`src/rtl/dma_cmd_gen.sv`:
```
// dma_cmd_gen: splits one (base, length) request into MAX_CHUNK-sized MM2S commands, one per completion interrupt.
// Optional per-command watchdog enabled by defining DMA_CMD_TIMEOUT_EN.
module dma_cmd_gen #(
    parameter logic [31:0] MAX_CHUNK      = 32'h0000_4000,
    parameter logic [31:0] TIMEOUT_CYCLES = 32'd1_000_000
) (
    input  logic        clk,
    input  logic        rst,
    input  logic        start,
    input  logic [31:0] base_addr,
    input  logic [31:0] total_bytes,
    input  logic        introut,
    output logic [63:0] DMA_CMD,
    output logic        DMA_Valid,
    output logic        busy,
    output logic        done,
    output logic [15:0] cmd_count,
    output logic        timeout_err
);
    typedef enum logic [1:0] {IDLE, ISSUE, WAIT, DONE} state_t;
    state_t state, state_nx;
    logic [31:0] addr, remain, addr_nx, remain_nx, chunk, chunk_nx;
    logic introut_d, rise, accept, tmo;
    assign rise     = introut & ~introut_d;
    assign accept   = (state == IDLE) && start;
    assign chunk    = (remain > MAX_CHUNK) ? MAX_CHUNK : remain;
    assign chunk_nx = (remain_nx > MAX_CHUNK) ? MAX_CHUNK : remain_nx;
`ifdef DMA_CMD_TIMEOUT_EN
    logic [31:0] tcnt;
    assign tmo = (state == WAIT) && !rise && (tcnt == TIMEOUT_CYCLES - 32'd1);
    always_ff @(posedge clk or negedge rst) begin
        if (!rst) begin
            tcnt        <= 32'd0;
            timeout_err <= 1'b0;
        end else begin
            tcnt        <= (state == WAIT) ? tcnt + 32'd1 : 32'd0;
            timeout_err <= accept ? 1'b0 : (timeout_err | tmo);
        end
    end
`else
    assign tmo         = 1'b0;
    assign timeout_err = 1'b0;
`endif
    always_comb begin
        state_nx  = state;
        addr_nx   = addr;
        remain_nx = remain;
        case (state)
            IDLE: if (start) begin
                addr_nx   = base_addr;
                remain_nx = {total_bytes[31:4], 4'b0};
                state_nx  = (remain_nx == 32'd0) ? DONE : ISSUE;
            end
            ISSUE: state_nx = WAIT;
            WAIT: if (rise) begin
                addr_nx   = addr + chunk;
                remain_nx = remain - chunk;
                state_nx  = (remain_nx != 32'd0) ? ISSUE : DONE;
            end else if (tmo) begin
                state_nx = DONE;
            end
            default: state_nx = IDLE;
        endcase
    end
    // Strobes are registered on state entry, so they coincide with the ISSUE/DONE cycle.
    always_ff @(posedge clk or negedge rst) begin
        if (!rst) begin
            state     <= IDLE;
            addr      <= 32'd0;
            remain    <= 32'd0;
            introut_d <= 1'b0;
            DMA_CMD   <= 64'd0;
            DMA_Valid <= 1'b0;
            busy      <= 1'b0;
            done      <= 1'b0;
            cmd_count <= 16'd0;
        end else begin
            state     <= state_nx;
            addr      <= addr_nx;
            remain    <= remain_nx;
            introut_d <= introut;
            DMA_Valid <= state_nx == ISSUE;
            done      <= state_nx == DONE;
            busy      <= state_nx != IDLE;
            if (state_nx == ISSUE) DMA_CMD <= {addr_nx, chunk_nx};
            if (accept) cmd_count <= {15'd0, state_nx == ISSUE};
            else if (state_nx == ISSUE) cmd_count <= cmd_count + 16'd1;
        end
    end
endmodule

```
`config.mk`:
```
export PLATFORM = sky130hd
export DESIGN_NAME = dma_cmd_gen
export DESIGN_NICKNAME = d
export VERILOG_FILES = /design/src/rtl/dma_cmd_gen.sv
export SDC_FILE = /design/constraint.sdc
export NUM_CORES = 1
export LEC_CHECK = 0
export BUFFER_PORTS_ARGS = -buffer_cell sky130_fd_sc_hd__buf_2
export CELL_PAD_IN_SITES_DETAIL_PLACEMENT = 1
export CELL_PAD_IN_SITES_GLOBAL_PLACEMENT = 1
export CORE_UTILIZATION = 49
export CTS_BUF_LIST = sky130_fd_sc_hd__clkbuf_8
export DETAILED_ROUTE_END_ITERATION = 16
export PLACE_DENSITY = 0.91
export SYNTH_ARGS = -nofsm -noshare
export SYNTH_HDL_FRONTEND = slang
export SYNTH_SLANG_ARGS = --single-unit
export TNS_END_PERCENT = 20
```
`constraint.sdc`:
```
create_clock -name clk -period 12.5 [get_ports clk]
set_input_delay 0.625 -clock clk [delete_from_list [all_inputs] [get_ports clk]]
set_output_delay 0.625 -clock clk [all_outputs]
set_load 0.005 [all_outputs]
```
==> results.yml <==
timing:
  setup_ws_ns: 6.39
  post-route-period-util_pct: 48.9
  worst_hold_slack_ns: 0.150
  final.min_clock_period_ns: 6.11
  maxSlewHeadroom_pct: 16.6
  slew_violations: 0
  timing.final.hold_violations: 0
  setup_repair_after_global_routing_missed_its_margin: "no"
  worst-slew-pin-transition_ns: 1.22
  finalSetupViolCount: 0
  clock-skew-final_ns: 0.0113
  tns_ns: 0
  max_freq_mhz: 164
placement:
  port-buffer-count: 146
  placed_cells: 1328
  post-dp-hpwl_mm: 21.4
  place_area_sq_um: 10300
  globalplace.congestion: 0.925
  detailedPlace.worstSlack_ns: 6.54
setup_path:
  timing.critical_path.slowest_stage_cell: "nor4_4"
  r2r_slack_ns: 6.39
  worst-endpoint-arrival_ns: 6.47
  critical_path.max_stage_delay_ns: 0.72
  timing.setup.critical_path_class: "reg2reg"
  path_buf_inv: 1
  timing.rr.start: "remain[27]$_DFF_PN0_"
  timing.rr.end: "DMA_CMD[52]$_DFFE_PN0P_"
  worst_path_dominant_cell_family: "simple AND/OR/NAND/NOR gates"
  crit_path_start_kind: "register"
  timing.critical_path.cells: "or4_4 > nor4_4 > nand3_2 > nand2_1 > ha_1 > nor3_1 > nand4_1 > nor3_1 > a2111oi_2 > o21ai_1 > or4_1 > o31a_2 > nand2_4 > inv_4 > mux2_4"
  worstSetupEndpointType: "register"
  worst_ep_required_time_ns: 12.86
  critPathMostFrequentCell: "nor3_1"
  timing.reg2reg.worst_path_depth: 15
  worstPathMaxFanout: 34
power:
  vdd_ir_drop_max_uv: 90.3
  power.static_leakage_nw: 4.77
  pwr_density_cell_nw_per_um2: 230
  pwr_total_mw: 2.47
synthesis:
  postSynthCellCount: 980
  synth_cell_types: 93
  ys_top_cells_by_area: "dfrtp_1 (40%), ha_1 (4.4%), mux2_4 (4.1%), nand2_1 (3.3%), a21oi_1 (3.3%)"
  synth.largest_area_cell: "dfrtp_1"
  synth-warning-count: 0
  number_of_synthesized_register_bits: 150
  synthDominantCellAreaShare_pct: 39.8
  synthFlopType: "dfrtp_1"
  synthArstFlopShare_pct: 100
  mappedNetlistArea_sq_um: 9430
  ys_seq_area_share_pct: 39.8
  edff_count_synth: 0
  synth_area_per_cell_sq_um: 9.62
clock_network:
  post-cts-setup-buffers: 0
  clk_pin_slew_ns: 0.09
  clkSinkCount: 150
  tritoncts_buffer_count: 17
  cts.root.buffer_cell: "clkbuf_8"
  hold_buffers: 0
  clk_latency_ns: 0.48
  post_cts_resized: 0
  cts_tree: "yes"
  cts.path.max_buffers: 2
  cts.htree.levels: 4
layout:
  antenna_cells: 0
  final_core_utilization_pct: 57.0
  stdcell_count: 1360
  drive_above_1_share_pct: 23.4
  final_design_area_no_fill_sq_um: 10700
  design.final.nets: 1215
  area_growth_syn_to_layout_pct: 13.6
die:
  floorplan.die_area_sq_um: 19800
  pin_count: 152
  die_height_um: 141
  die_x_um: 141
  placement_row_count: 50
  floorplan.core_area_sq_um: 18800
  start_util_pct: 50.2
global_route:
  maximum_number_of_pins_on_one_net_before_global_route_repair: 79
  antenna_violations_before_repair: 0
  grt_first_pass_wirelength_mm: 48.6
  first_global_vias: 9197
  globalRouteTotalUtil_pct: 31.3
  grt_overflow: 0
routing:
  vias_after_detailed_routing: 8810
  detail-route-antenna-nets: 0
  drtPass1Iterations: 7
  wl_per_cell_um: 21.9
  drt_drc_violations_left: 0
  drt_iter0_markers: 512
  drt-vias-per-instance: 6.48
  route.final.wire_length_mm: 29.8
status:
  outcome: "finished, final reports clean"
min_path:
  hold_path_class: "in2async"
run:
  cap_viol_max_count: 0
## routing by layer
layer | GRT usage, % | share of wire, % | routed length [um]
met5 | 0 | 0 | 0
met2 | 52.2 | 49 | 14500
met3 | 5.20 | 5.5 | 1650
met1 | 40.5 | 43 | 12800
met4 | 12.9 | 2.7 | 795
## worst reg2reg max path, cell delays in order, from the launching register on
cell	delay, ns
dfrtp_1	0.47
or4_4	0.61
nor4_4	0.72
nand3_2	0.39
nand2_1	0.17
ha_1	0.45
nor3_1	0.17
nand4_1	0.27
nor3_1	0.14
a2111oi_2	0.36
o21ai_1	0.14
or4_1	0.51
o31a_2	0.45
nand2_4	0.39
inv_4	0.36
mux2_4	0.41
## flip-flops by register name (all words and copies together) (netlist names)
name / flops
cmd_count: 16
introut_d: 1
done: 1
DMA_CMD: 64
remain: 32
DMA_Valid: 1
state: 2
addr: 32
busy: 1
## area by class of cell
| type | instances | area [sq um] |
|---|---|---|
| flip-flops and latches | 150 | 3750 |
| multi-input cells | 764 | 5370 |
| well taps | 234 | 293 |
| fillers | 2165 | 8060 |
| clock buffers | 17 | 234 |
| repair buffers | 154 | 797 |
| clock inverters | 15 | 163 |
| inverters | 26 | 100 |
## placed cells by master, fill, tap and decap left out, types with 11 or more instances in the layout
cell type	Yosys	routed
a21oi_1	62	62
nor4_1	16	16
inv_1	22	22
xnor2_1	18	18
mux2_4	26	26
a211oi_1	12	12
o211ai_1	11	11
o22ai_1	12	12
nand2_1	84	84
dfrtp_1	150	150
nor2_1	60	59
and2_1	33	33
nor2b_1	11	11
buf_2	5	145
ha_1	33	33
o2bb2ai_2	11	11
nor3_1	28	28
conb_1	2	18
or4_1	17	17
nand4_1	12	12
clkbuf_8	0	17
a22oi_1	22	22
o21ai_0	54	54
nand3_1	26	26
o31ai_1	14	14
## kinds of logic after synthesis
family	synth area share (%)
mux	5.59
flops	39.8
compound gates	23.3
buf+inv	4.15
simple gates	19.8
xor+xnor	2.60
fa+ha+maj	4.59
other cells	0.0797
## synthesized netlist by cell type, drive strengths merged, types with 12 or more instances
cell type,instances
and2,33
nand3,27
mux2,31
o21ai,57
buf,21
o22ai,12
inv,24
dfrtp,150
clkbuf,35
o2bb2ai,14
a211oi,12
a21oi,62
nor2,61
xnor2,18
or4,21
nor3,29
ha,33
nor4,19
o31ai,15
nand4,13
nand2,86
a22oi,22
## where the power goes
group / switching [mW] / internal, mW
sequential: 0.212 / 0.644
combinational: 0.718 / 0.504
clock: 0.222 / 0.167
## how the worst max path moves through the flow
stage                                     from                      end  slack (ns)  depth (start not counted)
after CTS                 remain[27]$_DFF_PN0_  DMA_CMD[43]$_DFFE_PN0P_        6.52                         15
after global routing      remain[27]$_DFF_PN0_  DMA_CMD[56]$_DFFE_PN0P_        6.12                         15
after floorplan           remain[21]$_DFF_PN0_  DMA_CMD[61]$_DFFE_PN0P_        7.69                         18
final                     remain[27]$_DFF_PN0_  DMA_CMD[52]$_DFFE_PN0P_        6.39                         15
after global placement    remain[27]$_DFF_PN0_  DMA_CMD[45]$_DFFE_PN0P_        6.58                         15
after detailed placement  remain[27]$_DFF_PN0_  DMA_CMD[37]$_DFFE_PN0P_        6.54                         15
No activity file was read; power rests on OpenSTA's default activity.
